==> src/rtl/pe_diag_scheduler.sv <==
// Diagonal PE-array scheduler: filter load, per-column ifmap diagonal load, conv start/wait, per-row loop.
// Latency: Moore strobes; one cycle after start_i the first FILT/LOAD strobe appears; done_o one cycle after last out_valid_o.
// Backpressure: stall_i freezes sequencing and blanks strobes in the same cycle; abort_i returns to IDLE next cycle.
//
// Ports:
//   clk, nRST                      clock, async active-low reset
//   start_i, filt_reuse_i,
//   ifmap_w_i, num_rows_i          job request + config (sampled only in IDLE)
//   stall_i, abort_i               sequencing hold / job abort
//   PERead, PEStart, filtRead      one-hot / all-ones array strobes
//   out_valid_o, busy_o,
//   done_o, err_o                  status
module pe_diag_scheduler #(
  parameter int N_DIAG   = 5,
  parameter int N_FROW   = 3,
  parameter int K        = 3,
  parameter int CONV_LAT = 3
) (
  input  logic              clk,
  input  logic              nRST,
  input  logic              start_i,
  input  logic              filt_reuse_i,
  input  logic [7:0]        ifmap_w_i,
  input  logic [7:0]        num_rows_i,
  input  logic              stall_i,
  input  logic              abort_i,
  output logic [N_DIAG-1:0] PERead,
  output logic [N_DIAG-1:0] PEStart,
  output logic [N_FROW-1:0] filtRead,
  output logic              out_valid_o,
  output logic              busy_o,
  output logic              done_o,
  output logic              err_o
);

  localparam logic [7:0] K_W      = 8'(K);
  localparam logic [7:0] K_M1     = 8'(K - 1);
  localparam logic [7:0] NDIAG_M1 = 8'(N_DIAG - 1);
  localparam logic [7:0] NFROW_M1 = 8'(N_FROW - 1);
  localparam logic [7:0] LAT_M1   = 8'(CONV_LAT - 1);

  typedef enum logic [2:0] {S_IDLE, S_FILT, S_LOAD, S_START, S_WAIT, S_DONE} state_t;

  state_t     state, state_nxt;
  // sub: cycle within a step (filter column in FILT, diagonal in LOAD, latency tick in WAIT)
  logic [7:0] col, col_nxt, row, row_nxt, sub, sub_nxt, frow, frow_nxt;
  logic [7:0] cfg_w, cfg_w_nxt, cfg_rows, cfg_rows_nxt;
  logic       err_q, err_nxt;

  always_ff @(posedge clk or negedge nRST) begin
    if (!nRST) begin
      state    <= S_IDLE;
      col      <= '0;
      row      <= '0;
      sub      <= '0;
      frow     <= '0;
      cfg_w    <= '0;
      cfg_rows <= '0;
      err_q    <= 1'b0;
    end else begin
      state    <= state_nxt;
      col      <= col_nxt;
      row      <= row_nxt;
      sub      <= sub_nxt;
      frow     <= frow_nxt;
      cfg_w    <= cfg_w_nxt;
      cfg_rows <= cfg_rows_nxt;
      err_q    <= err_nxt;
    end
  end

  always_comb begin
    state_nxt    = state;
    col_nxt      = col;
    row_nxt      = row;
    sub_nxt      = sub;
    frow_nxt     = frow;
    cfg_w_nxt    = cfg_w;
    cfg_rows_nxt = cfg_rows;
    err_nxt      = 1'b0;

    case (state)
      S_IDLE: begin
        if (start_i) begin
          cfg_w_nxt    = ifmap_w_i;
          cfg_rows_nxt = num_rows_i;
          col_nxt      = '0;
          row_nxt      = '0;
          sub_nxt      = '0;
          frow_nxt     = '0;
          if (ifmap_w_i < K_W || num_rows_i == 8'd0) err_nxt = 1'b1;
          else state_nxt = filt_reuse_i ? S_LOAD : S_FILT;
        end
      end
      S_FILT: begin
        if (!stall_i) begin
          if (sub == K_M1) begin
            sub_nxt = '0;
            if (frow == NFROW_M1) begin
              frow_nxt  = '0;
              col_nxt   = '0;
              row_nxt   = '0;
              state_nxt = S_LOAD;
            end else begin
              frow_nxt = frow + 8'd1;
            end
          end else begin
            sub_nxt = sub + 8'd1;
          end
        end
      end
      S_LOAD: begin
        if (!stall_i) begin
          if (sub == NDIAG_M1) begin
            sub_nxt = '0;
            // The first K columns of a row are preloaded before the first start;
            // afterwards each column load is followed directly by a start.
            if (col < K_M1) col_nxt = col + 8'd1;
            else            state_nxt = S_START;
          end else begin
            sub_nxt = sub + 8'd1;
          end
        end
      end
      S_START: begin
        if (!stall_i) begin
          sub_nxt   = '0;
          state_nxt = S_WAIT;
        end
      end
      S_WAIT: begin
        if (!stall_i) begin
          if (sub == LAT_M1) begin
            sub_nxt = '0;
            if (col < cfg_w - 8'd1) begin
              col_nxt   = col + 8'd1;
              state_nxt = S_LOAD;
            end else begin
              // row <= 254 here, so the increment cannot wrap
              col_nxt = '0;
              row_nxt = row + 8'd1;
              if (row + 8'd1 < cfg_rows) state_nxt = S_LOAD;
              else                       state_nxt = S_DONE;
            end
          end else begin
            sub_nxt = sub + 8'd1;
          end
        end
      end
      S_DONE: state_nxt = S_IDLE;
      default: state_nxt = S_IDLE;
    endcase

    // Abort wins over stall and over any step completion.
    if (abort_i && state != S_IDLE) begin
      state_nxt = S_IDLE;
      col_nxt   = '0;
      row_nxt   = '0;
      sub_nxt   = '0;
      frow_nxt  = '0;
    end
  end

  always_comb begin
    PERead      = '0;
    PEStart     = '0;
    filtRead    = '0;
    out_valid_o = 1'b0;
    if (!stall_i) begin
      case (state)
        S_FILT:  filtRead    = N_FROW'(1) << frow;
        S_LOAD:  PERead      = N_DIAG'(1) << sub;
        S_START: PEStart     = '1;
        S_WAIT:  out_valid_o = (sub == LAT_M1);
        default: ;
      endcase
    end
  end

  assign busy_o = (state != S_IDLE);
  assign done_o = (state == S_DONE);
  assign err_o  = err_q;

endmodule

==> config.mk <==
export PLATFORM = sky130hd
export DESIGN_NAME = pe_diag_scheduler
export DESIGN_NICKNAME = d
export VERILOG_FILES = /design/src/rtl/pe_diag_scheduler.sv
export SDC_FILE = /design/constraint.sdc
export NUM_CORES = 1
export LEC_CHECK = 0
export BUFFER_PORTS_ARGS = -buffer_cell sky130_fd_sc_hd__clkbuf_2
export CAP_MARGIN = 20
export CORE_MARGIN = 2
export CORE_UTILIZATION = 47
export DETAILED_ROUTE_END_ITERATION = 16
export PLACE_DENSITY = 0.66
export SETUP_SLACK_MARGIN = 0.3
export SYNTH_ARGS = -nofsm -noshare
export SYNTH_HDL_FRONTEND = slang
export SYNTH_SLANG_ARGS = --single-unit
export TNS_END_PERCENT = 10
==> constraint.sdc <==
create_clock -name clk -period 3.77 [get_ports clk]
set_input_delay 0.1885 -clock clk [delete_from_list [all_inputs] [get_ports clk]]
set_output_delay 0.1885 -clock clk [all_outputs]
set_load 0.02 [all_outputs]
---- Word level (Yosys, flattened, before mapping) ----
Cells that the tools add are included.
storage, ports and cells
  register bits ........................... 52
  bits of input ports ..................... 22
cells by class
  magnitude comparators ................... 4
  add/sub/neg operators ................... 5
  reductions and logical operators ........ 16
  shift operators ......................... 2
  mux-type cells .......................... 56
  eq/ne operators ......................... 22
operators with widths
  cell                                                         number
  two-way mux 8 bit                                            25
  case mux 8 bit (4 select lines)                              2
  two-way mux 3 bit                                            16
  != test 3 bit (second input constant)                        13
  adder 8 x 1 -> 8 bit (second input constant)                 4
  case mux 8 bit (3 select lines)                              1
  two-way mux 5 bit                                            4
  == test 8 x 2 -> 1 bit (second input constant)               2
  less-than comparator 8 x 2 -> 1 bit (second input constant)  2
  less-than comparator 8 bit                                   2
  case mux 8 bit (2 select lines)                              1
  case mux 3 bit (5 select lines)                              1
  AND reduction 11 bit                                         1
  AND reduction 10 bit                                         1
  nonzero test 5 bit                                           2
  == test 8 x 3 -> 1 bit (second input constant)               1
  logical NOT 8 bit                                            1
  AND reduction 8 bit                                          1
  left shift 1 x 8 -> 3 bit (first input constant)             1
  left shift 1 x 8 -> 5 bit (first input constant)             1
  subtractor 8 x 1 -> 8 bit (second input constant)            1
  == test 3 x 2 -> 1 bit (second input constant)               2
  == test 3 bit (second input constant)                        2
  nonzero test 3 bit                                           2
  other kinds (12)                                             16

---- Depth between registers and ports, before layout ----
Gate-level depths: netlist of run 1.
  word-level depth ........................ 8
  depth in mapped cells ................... 12

---- Worst setup path after synthesis of run 1 ----
OpenSTA, ideal clock, no wires.
  path kind ............................... flip-flop to flip-flop
  from .................................... reg cfg_w[0]
  to ...................................... reg col[7]
  slack ................................... 1.115 ns
  stages on the path, launching flop included .. 13
  period minus slack after synthesis ...... 2.655 ns
  library setup time ...................... 0.091 ns
  required time ........................... 3.679 ns
  arrival time ............................ 2.565 ns
  cell sequence ........................... dfrtp_1 -> inv_1 -> ha_1 -> nand2_1 -> nor3_1 -> xnor2_1 -> ha_1 -> o21ai_0 -> nor2_1 -> nor4_2 -> clkbuf_1 -> o221ai_1 -> o221ai_1
on the way
  word-level cells in the longest chain between the ends .. 7
ends and longest elaborated chain
  item                             RTL line  text
  start: declaration               47        logic [7:0] cfg_w, cfg_w_nxt, cfg_rows, cfg_rows_nxt;
  start signal: assignment         66        cfg_w <= cfg_w_nxt;
  subtractor 8 x 1 -> 8 bit        135       if (col < cfg_w - 8'd1) begin
  less-than comparator 8 bit       135
  two-way mux 8 bit                135
  two-way mux 8 bit                133       if (sub == LAT_M1) begin
  two-way mux 8 bit                132       if (!stall_i) begin
  case mux 8 bit (4 select lines)  82        case (state)
  two-way mux 8 bit                155       if (abort_i && state != S_IDLE) begin
  end signal: assignment           62        col <= col_nxt;
  end: declaration                 46        logic [7:0] col, col_nxt, row, row_nxt, sub, sub_nxt, frow, frow_nxt;
No other way between the ends. The select of a mux whose other input is x is not followed.
A chain may end at the register's enable or synchronous reset.

---- Worst setup path after layout of run 1 ----
  from .................................... reg cfg_w[2]
  to ...................................... reg row[0]
on the way
  word-level cells in the longest chain between the ends .. 4
ends and longest elaborated chain
  item                           RTL line  text
  subtractor 8 x 1 -> 8 bit      135
  less-than comparator 8 bit     135
  != test 3 bit (no line)        -
  AND reduction 8 bit (no line)  -
  end signal: assignment         63        row <= row_nxt;
  end: declaration               46
No other way between the ends.

==> qor.txt, run 1 <==
setup ws final: 748 ps
outcome: finished clean
Setup Skew: 12.8 ps
max-slew violation count: 0
Synth Warn #: 0
area share of the largest cell type after synthesis: 35.8%
most area-consuming cells after synthesis: dfrtp_1 (36%), ha_1 (7.6%), o21ai_0 (4.3%)
H-Tree Depth: 2
Final Cycle Share: 80.2%
worst skew pair latency: 320 ps
# diodes: 0
vias per inst: 5.73
Tot GR Track Use: 19.4%
ratio of cells with drive above 1 in the final layout: 19.6%
CTS tree: done
final hold slack: 78.7 ps
Synth Register Bits: 52
PwrDens: 538 nW/um^2
Slew @ Worst Pin: 638 ps
Mapped Cells: 394
Resized cells post-CTS: 0
min Tclk post-route: 3020 ps
post-synth top area cell: dfrtp_1
Avg Cell Area, Syn: 9.24 um^2
GP Congestion: 0.791
Routed Antenna Nets: 0
CP required: 3990 ps
Clk pin slew, worst setup/hold paths: 110 ps
antenna violations before repair: 0
area grow syn2layout: 8.73%
Sequential cell area: 1300 um^2
Total Routed Length: 7640 um
largest net degree at the start of global routing: 38
vias in the first global route: 2,875
CP Capture Type: register
largest stage delay on the critical path: 430 ps
Hold/Removal Path Class: primary input to register
Detailed Place HPWL: 5690 um
Initial Util: 47.8%
RSZ-0062 raised after global routing: no
final hold vios: 0
setup slack at placement: 743 ps
drt pass-1 iters: 4
asr flop ratio synth: 100%
# IOs: 39
Synth Area in Compound Gates: 20.4%
Synth Area in Adders: 7.56%
area of the core: 7610 um^2
Worst setup SP type: register
max-cap check violation count: 0
Num Clock Sinks: 52
Num CTS Buffers: 5
crit-path max FO: 16
Synth cell types: 72
Synth Area in XOR/XNOR: 2.89%
DR DRC count: 0
footprint of the multi-input gates: 2100 um^2
Final Setup Violations: 0
Fin Setup TNS: 0 ps
Netlist Area Pre-Place: 3640 um^2
crit path DAT: 3240 ps
P_leak: 1.78 nW
worst path cell trace: nor2_1 -> nand3_1 -> nor4_1 -> xnor2_1 -> ha_1 -> nand4_1 -> a211oi_1 -> nor4_2 -> buf_4 -> nor3_4 -> mux2_4
main combinational cell family by area after synthesis: simple AND/OR/NAND/NOR gates
Peak VDD IR: 0.230 mV
total global routing overflow: 0
max_slew headroom: 57.5%
die height: 92 um
FF-to-FF path depth: 11
die area: 8460 um^2
die width: 92 um
first-pass GRT wire length: 13,500 um
register area share after synthesis: 35.8%
Simple-Gate Fraction of Synth Area: 22.7%
vias: 3,013
Detailed Route Iter0 Violations: 167
worst hold path cell count: 3
most frequent cells in the layout: dfrtp_1 (52), clkbuf_2 (38), o21ai_0 (31)
clock tree buffer depth: 2
slowest CP cell: dfrtp_1
Buffers on Ports: 38
post-synthesis mux area share: 4.30%
WS Path Type: register to register
Main synth FF type: dfrtp_1
Fmax: 331 MHz
row cnt: 32
syn_nets: 438
number of enable flip-flop cells after synthesis: 0
FILL cells: 728
Root Driver: clkbuf_8
WL/cell: 14.5 um
most common cell after layout, fill and taps aside: dfrtp_1
Layout Nets: 467
state kept, by name, indices dropped and copies added, names as in the netlist:
register,count
row,8
col,8
cfg_rows,8
cfg_w,8
sub,8
state,3
frow,8
err_o,1
through the flow:
stage	area [um^2]	std cells	utilization (%)	power [W]
after floorplan	3640	394	-	0.00161
after global placement	3850	517	50.7	0.00178
after detailed placement	3850	517	50.7	0.00181
after CTS	3960	526	52.0	0.00215
after global routing	3960	526	52.0	0.00232
final	3960	526	52.0	0.00213
final timing paths:
path,start,endpoint,slack [ps]
worst max-delay path,cfg_w[2],row[0],750
worst min-delay path,num_rows_i[5],cfg_rows[5],80
worst max register to register,cfg_w[2],row[0],750
worst min register to register,frow[7],frow[7],510
max in group asynchronous,nRST,sub[5],2630
min in group asynchronous,nRST,cfg_rows[5],310
layer usage:
metal / vias to the layer above / track usage [%] / share of wire (%)
met5: - / 0 / 0
met4: 0 / 5.60 / 2.0
met3: 11 / 3.12 / 2.2
met2: 31 / 32.3 / 47
met1: 1446 / 26.0 / 48
li1: 1525 / - / -
power breakdown:
part	switching [W]	total, W	internal, W	leakage [nW]
Combinational	0.000572	0.000974	0.000402	1.04
Sequential	0.000148	0.000823	0.000675	0.691
Clock	0.000201	0.000333	0.000132	0.0404
Total	0.000922	0.00213	0.00121	1.78
Yosys cell counts (all sizes together), types with 2 or more instances:
cell / n
nor3: 17
a22o: 6
o221ai: 7
inv: 25
and3: 10
o2111ai: 5
nand3: 10
o31a: 2
nor3b: 2
clkbuf: 9
dfrtp: 52
buf: 12
xnor2: 9
o31ai: 18
xor2: 3
a211oi: 4
or3: 5
o21ai: 37
and3b: 2
mux2: 10
mux2i: 4
or4: 3
nor2: 25
nand2b: 4
nor4: 10
nand2: 29
o211ai: 4
nor2b: 11
nor4b: 4
a21oi: 8
ha: 22
nand4: 3
worst max-delay path, delay by kind of cell, from the launching register on:
family,cells,cell delay [ps]
buffers and inverters,1,210
xor gates and xnor gates,1,160
and+or+nand+nor,6,1100
DFF,1,430
AOI/OAI and AO/OA,1,390
adders and majority gates,1,310
muxes,1,330
cells by family (layout without fill, tap and decap cells):
| family | after synthesis | in the layout |
|---|---|---|
| AND/OR/NAND/NOR | 143 | 143 |
| AO/OA/AOI/OAI | 104 | 104 |
| flip-flops | 52 | 52 |
| buffers and inverters | 47 | 77 |
| adder cells (fa/ha/maj) | 22 | 22 |
| multiplexers | 14 | 14 |
| XOR/XNOR | 12 | 12 |
layout make-up:
cell class                      count  share of cell area (%)
Tap cell                          102                    3.22
Timing Repair Buffer               44                    6.01
Multi-Input combinational cell    295                    53.2
Sequential cell                    52                    32.9
Clock inverter                      3                   0.601
Inverter                           25                    2.37
Clock buffer                        5                    1.74
repair_timing:
item                                    in CTS  in global routing
hold buffers                                 1                  0
buffers inserted                             0                  0
endpoints found under the setup margin       0                  0
hold endpoints to repair                    15                  0
Note: power is estimated with default switching activity, not from simulation.
==> inputs of run 2 (changes only) <==
- PLACE_DENSITY: 0.66 -> 0.69
- clock period: 3.77 -> 2.5 ns (I/O delays scaled with it)
==> run 2 against run 1 <==
- the flow now finishes with violations (negative setup slack)
- sequential power increased by 49%
- combinational power increased by 110%
- fmax increased by 14%
- utilization increased by 8.5 points
- sequential share of layout area decreased by 4.6 points
- total power increased by 82%
- critical path depth unchanged
- clock-buffer cell count increased by 1
- via count increased by 4.8%
==> qor.txt, run 2 (synthesis results as in run 1) <==
area of the core: 7610 um^2 (unchanged)
first-pass GRT wire length: 14,500 um (+7.5%)
Final Setup Violations: 17 (+17)
worst skew pair latency: 310 ps (about the same)
Peak VDD IR: 0.443 mV (+93%)
GP Congestion: 0.819 (+3.5%)
crit path DAT: 2850 ps (-390 ps)
max-cap check violation count: 0 (unchanged)
WS Path Type: register to register
DR DRC count: 0 (unchanged)
CTS tree: done
Root Driver: clkbuf_8
vias in the first global route: 3,115 (+8.3%)
Worst setup SP type: register
Routed Antenna Nets: 0 (unchanged)
drt pass-1 iters: 4 (unchanged)
Detailed Route Iter0 Violations: 147 (-12%)
vias per inst: 5.64 (-1.6%)
outcome: complete, but fails checks
ratio of cells with drive above 1 in the final layout: 35.8% (+16 points)
most frequent cells in the layout: dfrtp_1 (51), buf_4 (38), clkbuf_2 (32)
die width: 92 um (unchanged)
die height: 92 um (unchanged)
failing checks: negative setup slack
vias: 3,158 (+4.8%)
Fmax: 377 MHz (+14%)
WL/cell: 15.5 um (+6.5%)
Num CTS Buffers: 5 (unchanged)
most common cell after layout, fill and taps aside: dfrtp_1
Buffers on Ports: 38 (unchanged)
# IOs: 39 (unchanged)
Initial Util: 47.8% (unchanged)
H-Tree Depth: 2 (unchanged)
area grow syn2layout: 26.5%
Slew @ Worst Pin: 680 ps (+42.7 ps)
FILL cells: 637 (-13%)
setup ws final: -150 ps (-898 ps)
RSZ-0062 raised after global routing: yes
Clk pin slew, worst setup/hold paths: 100 ps (about the same)
die area: 8460 um^2 (unchanged)
max_slew headroom: 54.5% (-3.0 points)
Finished Core Util: 60.5% (+8.5 points)
final hold vios: 0 (unchanged)
clock tree buffer depth: 2 (unchanged)
crit-path max FO: 11 (-5)
CP Capture Type: register
Final Cycle Share: 106% (+26 points)
# diodes: 0 (unchanged)
P_leak: 2.01 nW (+13%)
Num Clock Sinks: 52 (unchanged)
PwrDens: 841 nW/um^2 (+56%)
Total Routed Length: 8660 um (+13%)
Hold/Removal Path Class: primary input to register
Fin Setup TNS: -1260 ps (-1260 ps)
Tot GR Track Use: 21.1% (+1.7 points)
max-slew violation count: 0 (unchanged)
largest net degree at the start of global routing: 53 (+39%)
row cnt: 32 (unchanged)
Setup Skew: 10.9 ps (-1.94 ps)
CP required: 2700 ps (-1290 ps)
fin cells: 560 (+6.5%)
min Tclk post-route: 2650 ps (-372 ps)
total global routing overflow: 0 (unchanged)
Layout Nets: 501 (+7.3%)
antenna violations before repair: 0 (unchanged)
Cells after DPL: 544 (+5.2%)
Detailed Place HPWL: 6090 um (+7.1%)
## run 2: cell count changes in the layout (fill, tap and decap cells not counted), sizes merged
cell / delta
clkbuf: -4
bufinv: +1
buf: +39
clkinvlp: -2
## run 2: where the power goes
part	switching, W	leakage (nW)	internal (W)	total [W]
registers	0.000207	0.689	0.00102	0.00123
logic	0.00114	1.26	0.000878	0.00202
clock network	0.000294	0.0614	0.000328	0.000622
total	0.00164	2.01	0.00223	0.00387
## run 2: per-layer routing
layer / routed length (um) / part of all wire, % / up-vias / GRT usage, %
met3: 330 / 3.8 / 6 / 2.38
met4: 63 / 0.73 / 0 / 5.22
li1: - / - / 1584 / -
met2: 4400 / 51 / 65 / 36.7
met1: 3870 / 45 / 1503 / 28.0
met5: 0 / 0 / - / 0
## run 2: through the flow
stage               hold WS [ps]  setup WS (ps)  area (um^2)  total power [W]
global route                38.4           -277         4600          0.00417
detailed placement           288           -294         4110          0.00301
finish                      30.8           -150         4600          0.00387
CTS                         17.0          -87.7         4390          0.00374
global placement             293           -112         4110          0.00295
floorplan                   -171            206         3700          0.00249
## run 2: what timing repair did
action / CTS / global route
setup buffers: 7 / 0
hold buffers: 1 / 0
endpoints found under the hold margin: 52 / 0
pin swaps: 10 / 21
setup endpoints to repair: 37 / 41
resized for setup: 22 / 47
## run 2: area by class of cell
cell class,instances,area [um^2],share of cell area (%)
clock inverter,2,38.8,0.843
tap,102,128,2.77
inverter,25,96.3,2.09
timing repair buffer,78,533,11.6
multi-input combinational,295,2420,52.6
clock buffer,6,82.6,1.79
sequential,52,1300,28.3
## run 2: path summary, 6_finish.rpt
| path | startpoint | endpoint | slack, ps | cells after the start |
|---|---|---|---|---|
| worst min register to register | cfg_rows[0] | cfg_rows[0] | 530 | 1 |
| worst max-delay path | cfg_w[3] | state[1] | -150 | 11 |
| min in group asynchronous | nRST | cfg_w[3] | 460 | 3 |
| worst min-delay path | num_rows_i[2] | cfg_rows[2] | 30 | 3 |
| max in group asynchronous | nRST | sub[1] | 1570 | 3 |
| worst max register to register | cfg_w[3] | state[1] | -150 | 11 |
## run 2: worst max-delay path: stages (launching register included)
cell and delay, ps:
dfrtp_1 430, nor2_4 140, nand3_2 110, nor4_4 170, xnor2_1 120, ha_1 320
nand4_1 160, a211oi_2 340, nor4_4 70, buf_12 150, a221o_1 260, mux2_2 260
==> inputs of run 3 (changes only) <==
- CORE_ASPECT_RATIO: default -> 1.25
==> run 3 against run 2 <==
- the flow still finishes with violations (negative setup slack)
- first-iteration DRC count is 2.7% lower
- combinational power hardly changed
- worst hold slack got worse by 8.2 ps
- critical endpoint is now state[0]
==> qor.txt, run 3 (synthesis results as in run 1) <==
area grow syn2layout: 24.8%
RSZ-0062 raised after global routing: yes
H-Tree Depth: 2 (unchanged)
final hold slack: 22.6 ps (-8.19 ps)
crit path DAT: 2760 ps (-90 ps)
Fin Setup TNS: -132 ps (+1130 ps)
largest net degree at the start of global routing: 53 (unchanged)
die area: 8470 um^2 (about the same)
area of the core: 7440 um^2 (-2.1%)
Buffers on Ports: 38 (unchanged)
Detailed Route Iter0 Violations: 143 (-2.7%)
Slew @ Worst Pin: 667 ps (-13.3 ps)
total global routing overflow: 0 (unchanged)
DR DRC count: 0 (unchanged)
Setup Skew: 12.2 ps (+1.36 ps)
largest stage delay on the critical path: 400 ps (-30 ps)
min Tclk post-route: 2560 ps (-94.5 ps)
setup ws final: -55.5 ps (+94.5 ps)
Clk pin slew, worst setup/hold paths: 110 ps (about the same)
max-slew violation count: 0 (unchanged)
max-cap check violation count: 0 (unchanged)
clock tree buffer depth: 2 (unchanged)
antenna violations before repair: 0 (unchanged)
Worst setup SP type: register
PwrDens: 829 nW/um^2 (-1.4%)
Fmax: 391 MHz (+3.7%)
row cnt: 35 (+9.4%)
vias in the first global route: 3,093 (-0.71%)
Sequential cell area: 1300 um^2 (about the same)
vias: 3,198 (+1.3%)
footprint of the multi-input gates: 2400 um^2 (-0.83%)
Routed Antenna Nets: 0 (unchanged)
WS Path Type: register to register
crit-path max FO: 3 (-8)
cell mode on critical path: nor2_1
CP Capture Type: register
P_leak: 2.00 nW (-0.59%)
WL/cell: 15.5 um (about the same)
CTS tree: done
max_slew headroom: 55.5% (+1.1 points)
Layout Nets: 501 (unchanged)
FF-to-FF path depth: 11 (unchanged)
GP Congestion: 0.802 (-2.0%)
Final Cycle Share: 102% (-3.8 points)
Num CTS Buffers: 5 (unchanged)
Crit path buffers/inverters: 2 (+1)
first-pass GRT wire length: 14,200 um (-2.3%)
failing checks: negative setup slack
Root Driver: clkbuf_8
Tot GR Track Use: 21.3% (+0.22 points)
Peak VDD IR: 0.443 mV (about the same)
drt pass-1 iters: 4 (unchanged)
delay-heaviest family, CP: simple AND/OR/NAND/NOR gates
Num Clock Sinks: 52 (unchanged)
outcome: complete, but fails checks
die height: 102 um (+11%)
# diodes: 0 (unchanged)
Hold/Removal Path Class: primary input to register
slowest CP cell: dfrtp_1
Initial Util: 48.9% (+1.0 points)
setup slack at placement: -217 ps (+77.3 ps)
worst path cell trace: inv_2 -> buf_4 -> nand3_4 -> nor2_1 -> xnor2_1 -> ha_1 -> a211oi_1 -> nor2_1 -> nor3_1 -> o32ai_1 -> mux2_2
Detailed Place HPWL: 6070 um (-0.27%)
vias per inst: 5.81 (+3.1%)
worst skew pair latency: 320 ps (about the same)
most frequent cells in the layout: dfrtp_1 (50), buf_4 (38), clkbuf_2 (33)
most common cell after layout, fill and taps aside: dfrtp_1
die width: 82.7 um (-10%)
WP depth: 11 (unchanged)
final hold vios: 0 (unchanged)
ratio of cells with drive above 1 in the final layout: 34.5% (-1.3 points)
FILL cells: 651 (+2.2%)
CP required: 2710 ps (about the same)
Total Routed Length: 8510 um (-1.8%)
Final Setup Violations: 5 (-12)
worst hold path cell count: 3 (unchanged)
# IOs: 39 (unchanged)
==> run 3: cell type report <==
class                           count  share of cell area [%]
Clock inverter                      3                   0.578
Multi-Input combinational cell    295                    52.9
Timing Repair Buffer               78                    11.6
Inverter                           25                    2.18
Sequential cell                    52                    28.7
Clock buffer                        5                    1.51
Tap cell                           92                    2.53
==> run 3: repair_timing <==
item,in CTS,in global routing
buffers inserted,3,4
pin swaps,17,25
gates resized for setup,27,41
endpoints found under the setup margin,34,43
hold buffers,1,0
hold endpoints to repair,52,0
==> run 3: final timing paths <==
path                       slack [ps]           to     startpoint
hold reg to reg                   520  cfg_rows[0]    cfg_rows[0]
min in group asynchronous         450     cfg_w[2]           nRST
setup / recovery                  -60     state[0]       cfg_w[0]
setup reg to reg                  -60     state[0]       cfg_w[0]
max in group asynchronous        1550       row[0]           nRST
hold / removal                     20  cfg_rows[7]  num_rows_i[7]
==> run 3: worst min-delay path: stages <==
cell	delay [ps]
clkbuf_2	90
nand2_1	40
o21ai_0	60
==> run 3: report_power, final <==
part	internal (W)	switching, W	total, W
clock network	0.000207	0.000319	0.000526
registers	0.00102	0.000218	0.00124
logic	0.000897	0.00111	0.00200
==> run 3: stage by stage <==
stage	util (%)	std cells	power (W)	area (um^2)
floorplan	-	394	0.00249	3700
global placement	55.0	534	0.00293	4090
detailed placement	55.0	534	0.00300	4090
CTS	58.0	546	0.00359	4320
global route	61.0	550	0.00407	4540
finish	61.0	550	0.00377	4540
==> run 3: metal layers <==
layer  vias up  global-route usage (%)  wire length, um
met5         -                       0                0
met4         0                    4.67               93
met3        10                    2.74              304
met2        60                    38.4             4360
met1      1543                    26.8             3750
li1       1585                       -                -
